--- config.mk ---
export PLATFORM = sky130hd
export DESIGN_NAME = ser_mag_comp
export DESIGN_NICKNAME = d
export VERILOG_FILES = /design/src/rtl/comp_pkg.sv /design/src/rtl/chunk_cmp.sv /design/src/rtl/ser_mag_comp.sv
export SDC_FILE = /design/constraint.sdc
export NUM_CORES = 1
export LEC_CHECK = 0
export ABC_AREA = 0
export BUFFER_PORTS_ARGS = -buffer_cell sky130_fd_sc_hd__clkbuf_2
export CAP_MARGIN = 20
export CORE_MARGIN = 3
export CORE_UTILIZATION = 35
export DETAILED_ROUTE_END_ITERATION = 6
export GPL_ROUTABILITY_DRIVEN = 0
export GPL_TIMING_DRIVEN = 1
export PLACE_DENSITY_LB_ADDON = 0.3
export SKIP_LAST_GASP = 1
export SYNTH_ARGS = -nofsm -noshare
export SYNTH_HDL_FRONTEND = slang
export SYNTH_HIERARCHICAL = 1
export SYNTH_SLANG_ARGS = --single-unit
export TNS_END_PERCENT = 1
--- constraint.sdc ---
create_clock -name clk -period 5.17 [get_ports clk]
set_input_delay 0.7755 -clock clk [delete_from_list [all_inputs] [get_ports clk]]
set_output_delay 0.7755 -clock clk [all_outputs]
set_load 0.1 [all_outputs]
--- src/rtl/comp_pkg.sv ---
// Shared types for the serial magnitude comparator.
//   state_t : FSM states (IDLE, CMP, DONE)
//   res_t   : per-chunk compare result (EQ, GT, LT)
//   to_res  : folds one-hot eq/gt/lt flags into a res_t
package comp_pkg;

    typedef enum logic [1:0] {
        IDLE,
        CMP,
        DONE
    } state_t;

    typedef enum logic [1:0] {
        EQ,
        GT,
        LT
    } res_t;

    function automatic res_t to_res(input logic eq, input logic gt, input logic lt);
        res_t r;
        r = EQ;
        if (eq)      r = EQ;
        else if (gt) r = GT;
        else if (lt) r = LT;
        return r;
    endfunction

endpackage

--- src/rtl/chunk_cmp.sv ---
// Combinational unsigned compare of two CHUNK-bit values.
//   x, y       : operand chunks
//   eq, gt, lt : one-hot result (x==y, x>y, x<y)
module chunk_cmp #(
    parameter int CHUNK = 4
) (
    input  logic [CHUNK-1:0] x,
    input  logic [CHUNK-1:0] y,
    output logic             eq,
    output logic             gt,
    output logic             lt
);

    always_comb begin
        eq = (x == y);
        gt = (x > y);
        lt = (x < y);
    end

endmodule

--- src/rtl/ser_mag_comp.sv ---
// Serial magnitude comparator: compares a and b CHUNK bits per cycle,
// MSB chunk first, exiting early on the first differing chunk.
//   clk, rst            : clock, synchronous active-high reset
//   in_valid, in_ready  : operand handshake (accepted only in IDLE)
//   a, b, sgn           : operands; sgn=1 selects two's-complement compare
//   out_valid, out_ready: result handshake (result held in DONE)
//   aeqb, agtb, altb    : one-hot result, all zero while out_valid=0
//   ncmp                : number of chunks examined for the current result
module ser_mag_comp
    import comp_pkg::*;
#(
    parameter int WIDTH = 16,
    parameter int CHUNK = 4
) (
    input  logic                             clk,
    input  logic                             rst,
    input  logic                             in_valid,
    output logic                             in_ready,
    input  logic [WIDTH-1:0]                 a,
    input  logic [WIDTH-1:0]                 b,
    input  logic                             sgn,
    output logic                             out_valid,
    input  logic                             out_ready,
    output logic                             aeqb,
    output logic                             agtb,
    output logic                             altb,
    output logic [$clog2(WIDTH/CHUNK):0]     ncmp
);

    localparam int NCHUNK = WIDTH / CHUNK;
    localparam int IDXW   = (NCHUNK > 1) ? $clog2(NCHUNK) : 1;
    localparam int NCW    = $clog2(NCHUNK) + 1;

    state_t            state, state_nxt;
    logic [WIDTH-1:0]  a_r, b_r;
    logic              sgn_r;
    logic [IDXW-1:0]   idx;
    logic [CHUNK-1:0]  ca, cb;
    logic              c_eq, c_gt, c_lt;
    res_t              res;

    // Signed compare: flipping the sign bit of the MSB chunk maps two's
    // complement ordering onto unsigned ordering; lower chunks are unsigned.
    always_comb begin
        ca = a_r[CHUNK*idx +: CHUNK];
        cb = b_r[CHUNK*idx +: CHUNK];
        if (sgn_r && (idx == IDXW'(NCHUNK-1))) begin
            ca[CHUNK-1] = ~ca[CHUNK-1];
            cb[CHUNK-1] = ~cb[CHUNK-1];
        end
    end

    chunk_cmp #(.CHUNK(CHUNK)) u_chunk_cmp (
        .x  (ca),
        .y  (cb),
        .eq (c_eq),
        .gt (c_gt),
        .lt (c_lt)
    );

    assign res = to_res(c_eq, c_gt, c_lt);

    always_comb begin
        state_nxt = state;
        case (state)
            IDLE:    if (in_valid) state_nxt = CMP;
            CMP:     if (res != EQ || idx == '0) state_nxt = DONE;
            DONE:    if (out_ready) state_nxt = IDLE;
            default: state_nxt = IDLE;
        endcase
    end

    always_ff @(posedge clk) begin
        if (rst) begin
            state <= IDLE;
            a_r   <= '0;
            b_r   <= '0;
            sgn_r <= 1'b0;
            idx   <= '0;
            ncmp  <= '0;
            aeqb  <= 1'b0;
            agtb  <= 1'b0;
            altb  <= 1'b0;
        end else begin
            state <= state_nxt;
            case (state)
                IDLE: begin
                    if (in_valid) begin
                        a_r   <= a;
                        b_r   <= b;
                        sgn_r <= sgn;
                        idx   <= IDXW'(NCHUNK-1);
                        ncmp  <= '0;
                    end
                end
                CMP: begin
                    ncmp <= ncmp + NCW'(1);
                    case (res)
                        GT:      agtb <= 1'b1;
                        LT:      altb <= 1'b1;
                        default: begin
                            if (idx == '0) aeqb <= 1'b1;
                            else           idx  <= idx - IDXW'(1);
                        end
                    endcase
                end
                DONE: begin
                    if (out_ready) begin
                        aeqb <= 1'b0;
                        agtb <= 1'b0;
                        altb <= 1'b0;
                    end
                end
                default: ;
            endcase
        end
    end

    assign in_ready  = (state == IDLE);
    assign out_valid = (state == DONE);

endmodule

==> Word level (Yosys, flattened, before mapping) <==
Cells that the tools add are included.
{ "op_classes": {"add_sub_neg": 2, "order_cmp": 2, "n_eq_ne": 14, "shifts": 2, "mux": 23, "n_bitwise": 2, "n_reduce_logical": 15} }
{ "ops": {"columns": ["operator", "n"], "rows": [
  ["16-bit by 5-bit indexed part select with 4-bit output", 2],
  ["2-bit two-way mux", 9],
  ["2-bit != test, second input constant", 7],
  ["3-bit AND reduction", 3],
  ["4-bit AND reduction", 2],
  ["1-bit two-way mux", 7],
  ["2-bit equality test, second input constant", 3],
  ["1-bit case mux with 2 select lines", 3],
  ["2-bit case mux with 3 select lines", 1],
  ["3-bit case mux with 2 select lines", 1],
  ["2-bit nonzero test", 3],
  ["2-bit by 1-bit equality test with 1-bit output, second input constant", 2],
  ["4-bit equality test", 1],
  ["4-bit greater-than comparator", 1],
  ["2-bit logical NOT", 2],
  ["4-bit < comparator", 1],
  ["2-bit case mux with 2 select lines", 1],
  ["2-bit AND reduction", 2],
  ["3-bit by 1-bit adder with 3-bit output, second input constant", 1],
  ["3-bit two-way mux", 1],
  ["2-bit by 1-bit != test with 1-bit output, second input constant", 1],
  ["1-bit NOT", 2],
  ["2-bit OR reduction", 1],
  ["2-bit by 1-bit subtractor with 2-bit output, second input constant", 1],
  ["2 further kinds", 2]
]} }
{ "totals": {"regBits": 43, "input_bits": 37, "out_inout_bits": 8, "elab_cells": 69} }

==> Longest topological paths before layout <==
Gate-level depths: netlist of the first run.
{ "logic_depth": {"word_depth": 11, "depth_mapped": 12} }

==> By module <==
Netlist of the first run, hierarchy kept.
{ "modules_own_cells": {"columns": ["module", "n_inst", "cells_each", "area_per_inst_um2", "seq_area_each_um2"], "rows": [
  ["ser_mag_comp", 1, 228, 1971.9, 860.8],
  ["chunk_cmp", 1, 16, 128.9, 0.0]
]} }

==> Worst setup path after synthesis of the first run <==
OpenSTA, ideal clock, no wires.
{ "synth_path": {"path_type": "reg-to-reg", "from": "register idx[0]", "to": "register state[0]", "setup_ns": 0.128, "arrival_time_ns": 2.364, "required_time_ns": 5.042, "setup_slack_ns": 2.679, "path_stages_with_launch": 11, "period_less_slack_ns": 2.491, "path_cell_list": "dfxtp_1 > buf_4 > mux4_2 > ha_1 > nor2b_4 > o21bai_4 > a21oi_2 > o21bai_2 > a221oi_2 > mux2i_1 > nor2_1"} }
{ "synth_rtl": {"columns": ["item", "line", "text"], "rows": [
  ["start, declared", "ser_mag_comp.sv:37", "logic [IDXW-1:0] idx;"],
  ["start signal, assigned", "ser_mag_comp.sv:92", "idx <= IDXW'(NCHUNK-1);"],
  ["start signal, assigned", "ser_mag_comp.sv:103", "else idx <= idx - IDXW'(1);"],
  ["16-bit by 5-bit indexed part select with 4-bit output", "ser_mag_comp.sv:45", "ca = a_r[CHUNK*idx +: CHUNK];"],
  ["net ca[1]", "ser_mag_comp.sv:38", "logic [CHUNK-1:0] ca, cb;"],
  ["4-bit greater-than comparator", "chunk_cmp.sv:16", "gt = (x > y);"],
  ["net c_gt", "ser_mag_comp.sv:39", "logic c_eq, c_gt, c_lt;"],
  ["2-bit two-way mux", "comp_pkg.sv:23", "else if (gt) r = GT;"],
  ["2-bit two-way mux", "comp_pkg.sv:22", "if (eq) r = EQ;"],
  ["2-bit nonzero test", "ser_mag_comp.sv:67", "CMP: if (res != EQ || idx == '0) state_nxt = DONE;"],
  ["1-bit logical OR", "ser_mag_comp.sv:67", null],
  ["2-bit != test (no line)", null, null],
  ["3-bit AND reduction (no line)", null, null],
  ["end signal, assigned", "ser_mag_comp.sv:85", "state <= state_nxt;"],
  ["end, declared", "ser_mag_comp.sv:34", "state_t state, state_nxt;"]
]} }
The timed path passes the listed nets, and every way through them passes these cells.
A chain may end at the register's enable or synchronous reset.

==> Final worst setup path of the first run <==
{ "layout_path": {"from": "register idx[0]", "to": "register idx[1]"} }
{ "layout_rtl": {"columns": ["item", "line", "text"], "rows": [
  ["16-bit by 5-bit indexed part select with 4-bit output / 2-bit equality test (equally long branches)", "ser_mag_comp.sv:46, ser_mag_comp.sv:47", null],
  ["1-bit NOT / 1-bit logical AND (equally long branches)", "ser_mag_comp.sv:49, ser_mag_comp.sv:47", null],
  ["1-bit two-way mux (*)", "ser_mag_comp.sv:47", "if (sgn_r && (idx == IDXW'(NCHUNK-1))) begin"],
  ["net cb[3]", "ser_mag_comp.sv:38", null],
  ["4-bit equality test (*)", "chunk_cmp.sv:15", "eq = (x == y);"],
  ["net c_eq", "ser_mag_comp.sv:39", null],
  ["2-bit two-way mux (*)", "comp_pkg.sv:22", null],
  ["2-bit equality test / 2-bit by 1-bit equality test with 1-bit output (equally long branches)", "ser_mag_comp.sv:98", "case (res)"],
  ["2-bit OR reduction (no line) (*)", null, null],
  ["2-bit != test (no line) (*)", null, null],
  ["4-bit AND reduction (no line) (*)", null, null]
]} }
The timed path passes the listed nets; every way through them passes the cells marked *. The select of a mux whose other input is x is not followed.

==> out/metrics.cfg, run 1 <==
[status]
outcome=finished clean

[drt]
ant_nets=0
wl_mm=4.381
vias=1724
via_per_inst=4.843
wl_per_cell_um=12.31
remaining_drc_errors=0
first_pass_iters=4
drt-initial-drc-count=126

[cts]
htreeDepth=2
cts_tree=built
clock_latency_ns=0.30
post_cts_resized=0
post-cts-setup-buffer-count=0
clock_path_buffers=2
clk_pin_slew_worst_paths_ns=0.09
hold_buffers=0
root_buffer=clkbuf_8
cts_buffers=5
numClockSinks=43

[worst_setup_path]
max_stage_delay_ns=0.74
cp.buffers_inverters=1
critPathSlowestCell=dfxtp_1
path_depth=11
rr_worst_depth=11
critPathCaptureType=flop
cp_data_required_time_ns=5.38
critPathMaxFanout=13
startpoint_type=flop
critical_path_class=reg2reg
cp_cell_sequence=mux4_2 > xnor2_1 > inv_1 > ha_1 > nand2_1 > nor2_1 > a21oi_2 > o21bai_2 > nand2b_1 > mux2i_1 > a221oi_2
cpLargestDelayFamily=multiplexers
cp.arrival_ns=3.27

[sta]
fin_crit_sh=0.5910
setup_viol=0
tightest_slew_ns=0.8635
fin_setup_tns_ns=0
min_period_ns=3.056
final_max_slew_viol_count=0
relSlewSlack=0.4243
fin_ws_ns=2.114
rsz0062_at_grt=no
clock_skew_ns=0.007674
finalHoldViolCount=0
fmax_mhz=327.3

[synth]
avgSynthCellArea_um2=8.610
ys_warn_count=6
synthesis.instances=244
synth_top_area_share=0.4098
ys_ff_latch=43
synth_area_leaders=dfxtp_1, nand2_1, a21oi_1
synthesis.nets=291
seq_area_frac_synth=0.4098
netlist_area_mm2=0.002101
ys_types=36
synth_top_area_cell=dfxtp_1

[grt]
grt.overflow.total=0
grtUsageTotal=0.1315
antenna_found_initial=0
grt_pass1_vias=1734
grt_max_degree=42
grt_pass1_wl_mm=7.652

[final_layout]
layout_commonest_cell=nand2_1
nNetsFinal=330
fillCellCount=569
drive_gt1_frac=0.2394
syn_to_final_growth_pct=17.63
diodes=0
most-common-layout-cells=nand2_1, clkbuf_2, dfxtp_1, a21oi_1, inv_1

[power_and_ir_drop]
irDropWorstVdd_v=0.0003535
p_leak_nw=1.035
p_per_area_mw_per_mm2=614.0

[worst_hold_path]
hold_depth=2
min_path_type=reg2reg

[floorplan]
rows=27
pin_count=45
die_area_mm2=0.006968
initial_utilization=0.3724
fp.dieW_um=83.48
die_h_um=83.48
core-area_mm2=0.005642

[placed_design]
port_buffers=44
place_ws_ns=2.077
dp_hpwl_mm=3.077

[run]
drv_cap=0

==> through the flow <==
| step | hold WS (ns) | cells | utilization | power, mW | cell area, um^2 |
|---|---|---|---|---|---|
| 2_1_floorplan | 0.4331 | 244 | - | 1.161 | 2101 |
| 3_3_place_gp | 0.4411 | 346 | 0.4134 | 1.264 | 2332 |
| 3_5_place_dp | 0.4469 | 346 | 0.4134 | 1.276 | 2332 |
| 4_1_cts | 0.4595 | 354 | 0.4305 | 1.508 | 2429 |
| 5_1_grt | 0.4797 | 356 | 0.4380 | 1.642 | 2471 |
| 6_report | 0.4571 | 356 | 0.4380 | 1.517 | 2471 |
==> layer usage <==
| layer | global-route usage | routed length (um) |
|---|---|---|
| met5 | 0 | 0 |
| met2 | 0.2194 | 2030 |
| met3 | 0.02665 | 150 |
| met4 | 0.05263 | 80 |
| met1 | 0.1663 | 2120 |
==> sequential cells by signal, summed over array words and instances, names as in the netlist <==
name,cells
agtb,1
state,2
sgn_r,1
aeqb,1
idx,2
b_r,16
a_r,16
ncmp,3
altb,1
==> worst register-to-register path, stage by stage, from the launching register on <==
cell      delay (ns)
dfxtp_1         0.74
mux4_2          0.59
xnor2_1         0.14
inv_1           0.06
ha_1            0.29
nand2_1         0.07
nor2_1          0.22
a21oi_2         0.08
o21bai_2        0.23
nand2b_1        0.17
mux2i_1         0.16
a221oi_2        0.22
==> synthesized netlist by cell type (all sizes together) <==
cell type	number
a22oi	1
a21o	1
ha	10
mux4	8
o21a	2
a31oi	1
nor4	2
o21bai	2
a21boi	2
inv	11
a221oi	2
a32o	1
nor2	5
and2	2
a32oi	1
nor3	1
a311oi	2
mux2i	3
o21ai	3
nand2	76
or3	1
nand2b	5
dfxtp	43
nand3	1
xnor2	2
nor3b	1
nor2b	3
clkbuf	5
a21oi	38
buf	9
==> where the power goes <==
part	internal [mW]	leakage (nW)	total, mW	switching, mW
logic	0.313	0.631	0.817	0.504
registers	0.401	0.353	0.470	0.0687
clock network	0.109	0.0516	0.231	0.122
==> cell type report <==
| cell class | instances | area, um^2 | area share |
|---|---|---|---|
| multi-input combinational | 176 | 1120 | 0.4532 |
| tap | 72 | 90.09 | 0.03646 |
| sequential | 43 | 860.8 | 0.3484 |
| clock inverter | 2 | 13.76 | 0.005570 |
| timing repair buffer | 46 | 262.8 | 0.1063 |
| inverter | 11 | 41.29 | 0.01671 |
| clock buffer | 6 | 82.58 | 0.03342 |
==> worst paths after layout <==
check	startpoint	endpoint	slack [ns]
setup reg to reg	idx[0]	idx[1]	2.11
setup / recovery	idx[0]	idx[1]	2.11
hold / removal	b_r[2]	b_r[2]	0.46
hold reg to reg	b_r[2]	b_r[2]	0.46
==> logic make-up after synthesis <==
group | after synthesis | synth area share
AND/OR/NAND/NOR | 97 | 0.1953
flip-flops | 43 | 0.4098
buffers and inverters | 25 | 0.05717
adder cells (fa/ha/maj) | 10 | 0.05956
XOR/XNOR | 2 | 0.008340
AO/OA/AOI/OAI | 56 | 0.1697
multiplexers | 11 | 0.1001
Power figures use the tool's default switching activity.
==> run 2, diff against run 1 <==
==> constraint.sdc (replaced) <==
create_clock -name clk -period 2.6 [get_ports clk]
set_input_delay 0.39 -clock clk [delete_from_list [all_inputs] [get_ports clk]]
set_output_delay 0.39 -clock clk [all_outputs]
set_load 0.1 [all_outputs]
==> out/metrics.cfg, run 2 (same netlist as run 1, synthesis figures left out) <==
[placed_design]
dp_hpwl_mm=3.446  ; was 3.077 mm
dpl.cell_count=355  ; was 346
place_ws_ns=-0.1224  ; was 2.077 ns
port_buffers=44  ; unchanged

[worst_setup_path]
cp.arrival_ns=2.78  ; was 3.27 ns
rr_worst_depth=11  ; unchanged
crit_start=idx[0]  ; unchanged
cp_data_required_time_ns=2.78  ; was 5.38 ns
critPathMaxFanout=5  ; was 13
r2r_start=idx[0]  ; unchanged
startpoint_type=flop  ; unchanged
critPathCaptureType=flop  ; unchanged
rrSetupSlack_ns=-0.0002  ; was 2.11 ns
critical_path_class=reg2reg  ; unchanged
reg2reg_to=state[0]  ; was idx[1]

[drt]
wl_per_cell_um=12.42  ; was 12.31 um
ant_nets=0  ; unchanged
first_pass_iters=4  ; unchanged
drt-initial-drc-count=129  ; was 126
wl_mm=4.546  ; was 4.381 mm
vias=1816  ; was 1,724
via_per_inst=4.962  ; was 4.843
remaining_drc_errors=0  ; unchanged

[power_and_ir_drop]
p_seq_frac=0.268  ; was 0.310
p_leak_nw=1.079  ; was 1.035 nW
p_int_mw=1.869  ; was 0.8231 mW
p_per_area_mw_per_mm2=1317  ; was 614.0 mW/mm^2
total_power_mw=3.374  ; was 1.517 mW
clkPwrFrac=0.123  ; was 0.152
switching_share=0.4460  ; was 0.4575
p_sw_mw=1.505  ; was 0.6942 mW
irDropWorstVdd_v=0.0007271  ; was 0.0003535 V
combinationalPowerShare=0.610  ; was 0.538

[sta]
rsz0062_at_grt=yes  ; was no
fin_ws_ns=-0.0002083  ; was 2.114 ns
hold-worst-slack_ns=0.3040  ; was 0.4571 ns
tightest_slew_ns=0.5328  ; was 0.8635 ns
fmax_mhz=384.6  ; was 327.3 MHz
setup_viol=1  ; was 0
fin_crit_sh=1.000  ; was 0.5910
finalHoldViolCount=0  ; unchanged
relSlewSlack=0.6410  ; was 0.4243
min_period_ns=2.600  ; was 3.056 ns
clock_skew_ns=0.005904  ; was 0.007674 ns
final_max_slew_viol_count=0  ; unchanged

[final_layout]
final_cells=366  ; was 356
fillCellCount=556  ; was 569
nNetsFinal=340  ; was 330
top_regs=a_r (16), b_r (16), ncmp (3)  ; unchanged
most-common-layout-cells=nand2_1, clkbuf_2, dfxtp_1, a21oi_1, buf_4  ; was nand2_1, clkbuf_2, dfxtp_1, a21oi_1, inv_1
layout_commonest_cell=nand2_1  ; unchanged
syn_to_final_growth_pct=21.98  ; was 17.63%
drive_gt1_frac=0.2857  ; was 0.2394
diodes=0  ; unchanged
post-route-util=0.4542  ; was 0.4380

[cts]
cts_tree=built  ; unchanged
clock_path_buffers=2  ; unchanged
hold_buffers=0  ; unchanged
clock_latency_ns=0.29  ; was 0.30 ns
root_buffer=clkbuf_8  ; unchanged
htreeDepth=2  ; unchanged
cts_buffers=5  ; unchanged
clk_pin_slew_worst_paths_ns=0.08  ; was 0.09 ns
numClockSinks=43  ; unchanged

[floorplan]
fp.dieW_um=83.48  ; unchanged
rows=27  ; unchanged
pin_count=45  ; unchanged
die_area_mm2=0.006968  ; unchanged
core-area_mm2=0.005642  ; unchanged
die_h_um=83.48  ; unchanged
initial_utilization=0.3724  ; unchanged

[worst_hold_path]
min_path_type=in2reg  ; was reg2reg
hold_depth=3  ; was 2
min-delay-start=a[10]  ; was b_r[2]
hold-path-endpoint=a_r[10]  ; was b_r[2]

[grt]
grt_pass1_wl_mm=7.893  ; was 7.652 mm
grt_pass1_vias=1793  ; was 1,734
grt_max_degree=32  ; was 42
grt.overflow.total=0  ; unchanged
grtUsageTotal=0.1377  ; was 0.1315
antenna_found_initial=0  ; unchanged

[status]
violations=setup timing
outcome=finished, violations left  ; was finished clean

[run]
drv_cap=0  ; unchanged

## run 2: cell count changes in the layout (fill, tap and decap cells not counted), sizes merged
cell,change
buf,+10
clkinvlp,+1
inv,-1
## run 2: worst max path at each step
| stage | to | slack (ns) | cells after the start |
|---|---|---|---|
| 2_1_floorplan | state[0] | 0.11 | 10 |
| 3_5_place_dp | idx[1] | -0.12 | 11 |
| 6_report | state[0] | -0.0002 | 11 |
| 3_3_place_gp | state[0] | -0.05 | 11 |
| 5_1_grt | state[0] | -0.15 | 11 |
| 4_1_cts | idx[1] | -0.03 | 11 |
## run 2: routing by layer
metal  track usage  vias to the layer above  wire [um]
met4       0.04971                        0         65
met3       0.03258                        4        169
met5             0                        -          0
met2        0.2391                       38       2252
li1              -                      929          -
met1        0.1655                      845       2058
## run 2: critical path, cell delays in order (launching register included)
cell and delay, ns:
dfxtp_4 0.39, mux4_2 0.51, xnor2_1 0.14, inv_1 0.08
ha_4 0.29, nand2_4 0.05, o21bai_4 0.18, a21oi_4 0.20
o21bai_4 0.11, a221oi_2 0.28, mux2i_1 0.21, nor2_1 0.06
## run 2: power groups by stage
| stage | sequential [mW] | clock, mW | combinational, mW |
|---|---|---|---|
| floorplan | 1.08 | 0 | 1.23 |
| global placement | 0.912 | 0 | 1.68 |
| detailed placement | 0.916 | 0 | 1.71 |
| CTS | 0.906 | 0.431 | 1.80 |
| global route | 0.924 | 0.447 | 2.26 |
| finish | 0.903 | 0.414 | 2.06 |
## run 2: metrics by stage
step	instance area, um^2	TNS (ns)
6_report	2562	-0.0002083
5_1_grt	2562	-0.7357
4_1_cts	2511	-0.03709
3_5_place_dp	2400	-0.5758
3_3_place_gp	2400	-0.1302
2_1_floorplan	2101	0
## run 2: area by class of cell
type                       count  area [um^2]  area share
inverter                      11        41.29     0.01611
sequential                    43        864.6      0.3374
clock buffer                   6        72.57     0.02832
timing repair buffer          56        310.3      0.1211
clock inverter                 2        12.51    0.004883
multi-input combinational    176         1171      0.4570
tap                           72        90.09     0.03516
## run 2: repair_timing
action	in CTS	in global routing
setup endpoints to repair	7	7
pin swaps	3	7
resized for setup	4	8
setup buffers	1	2
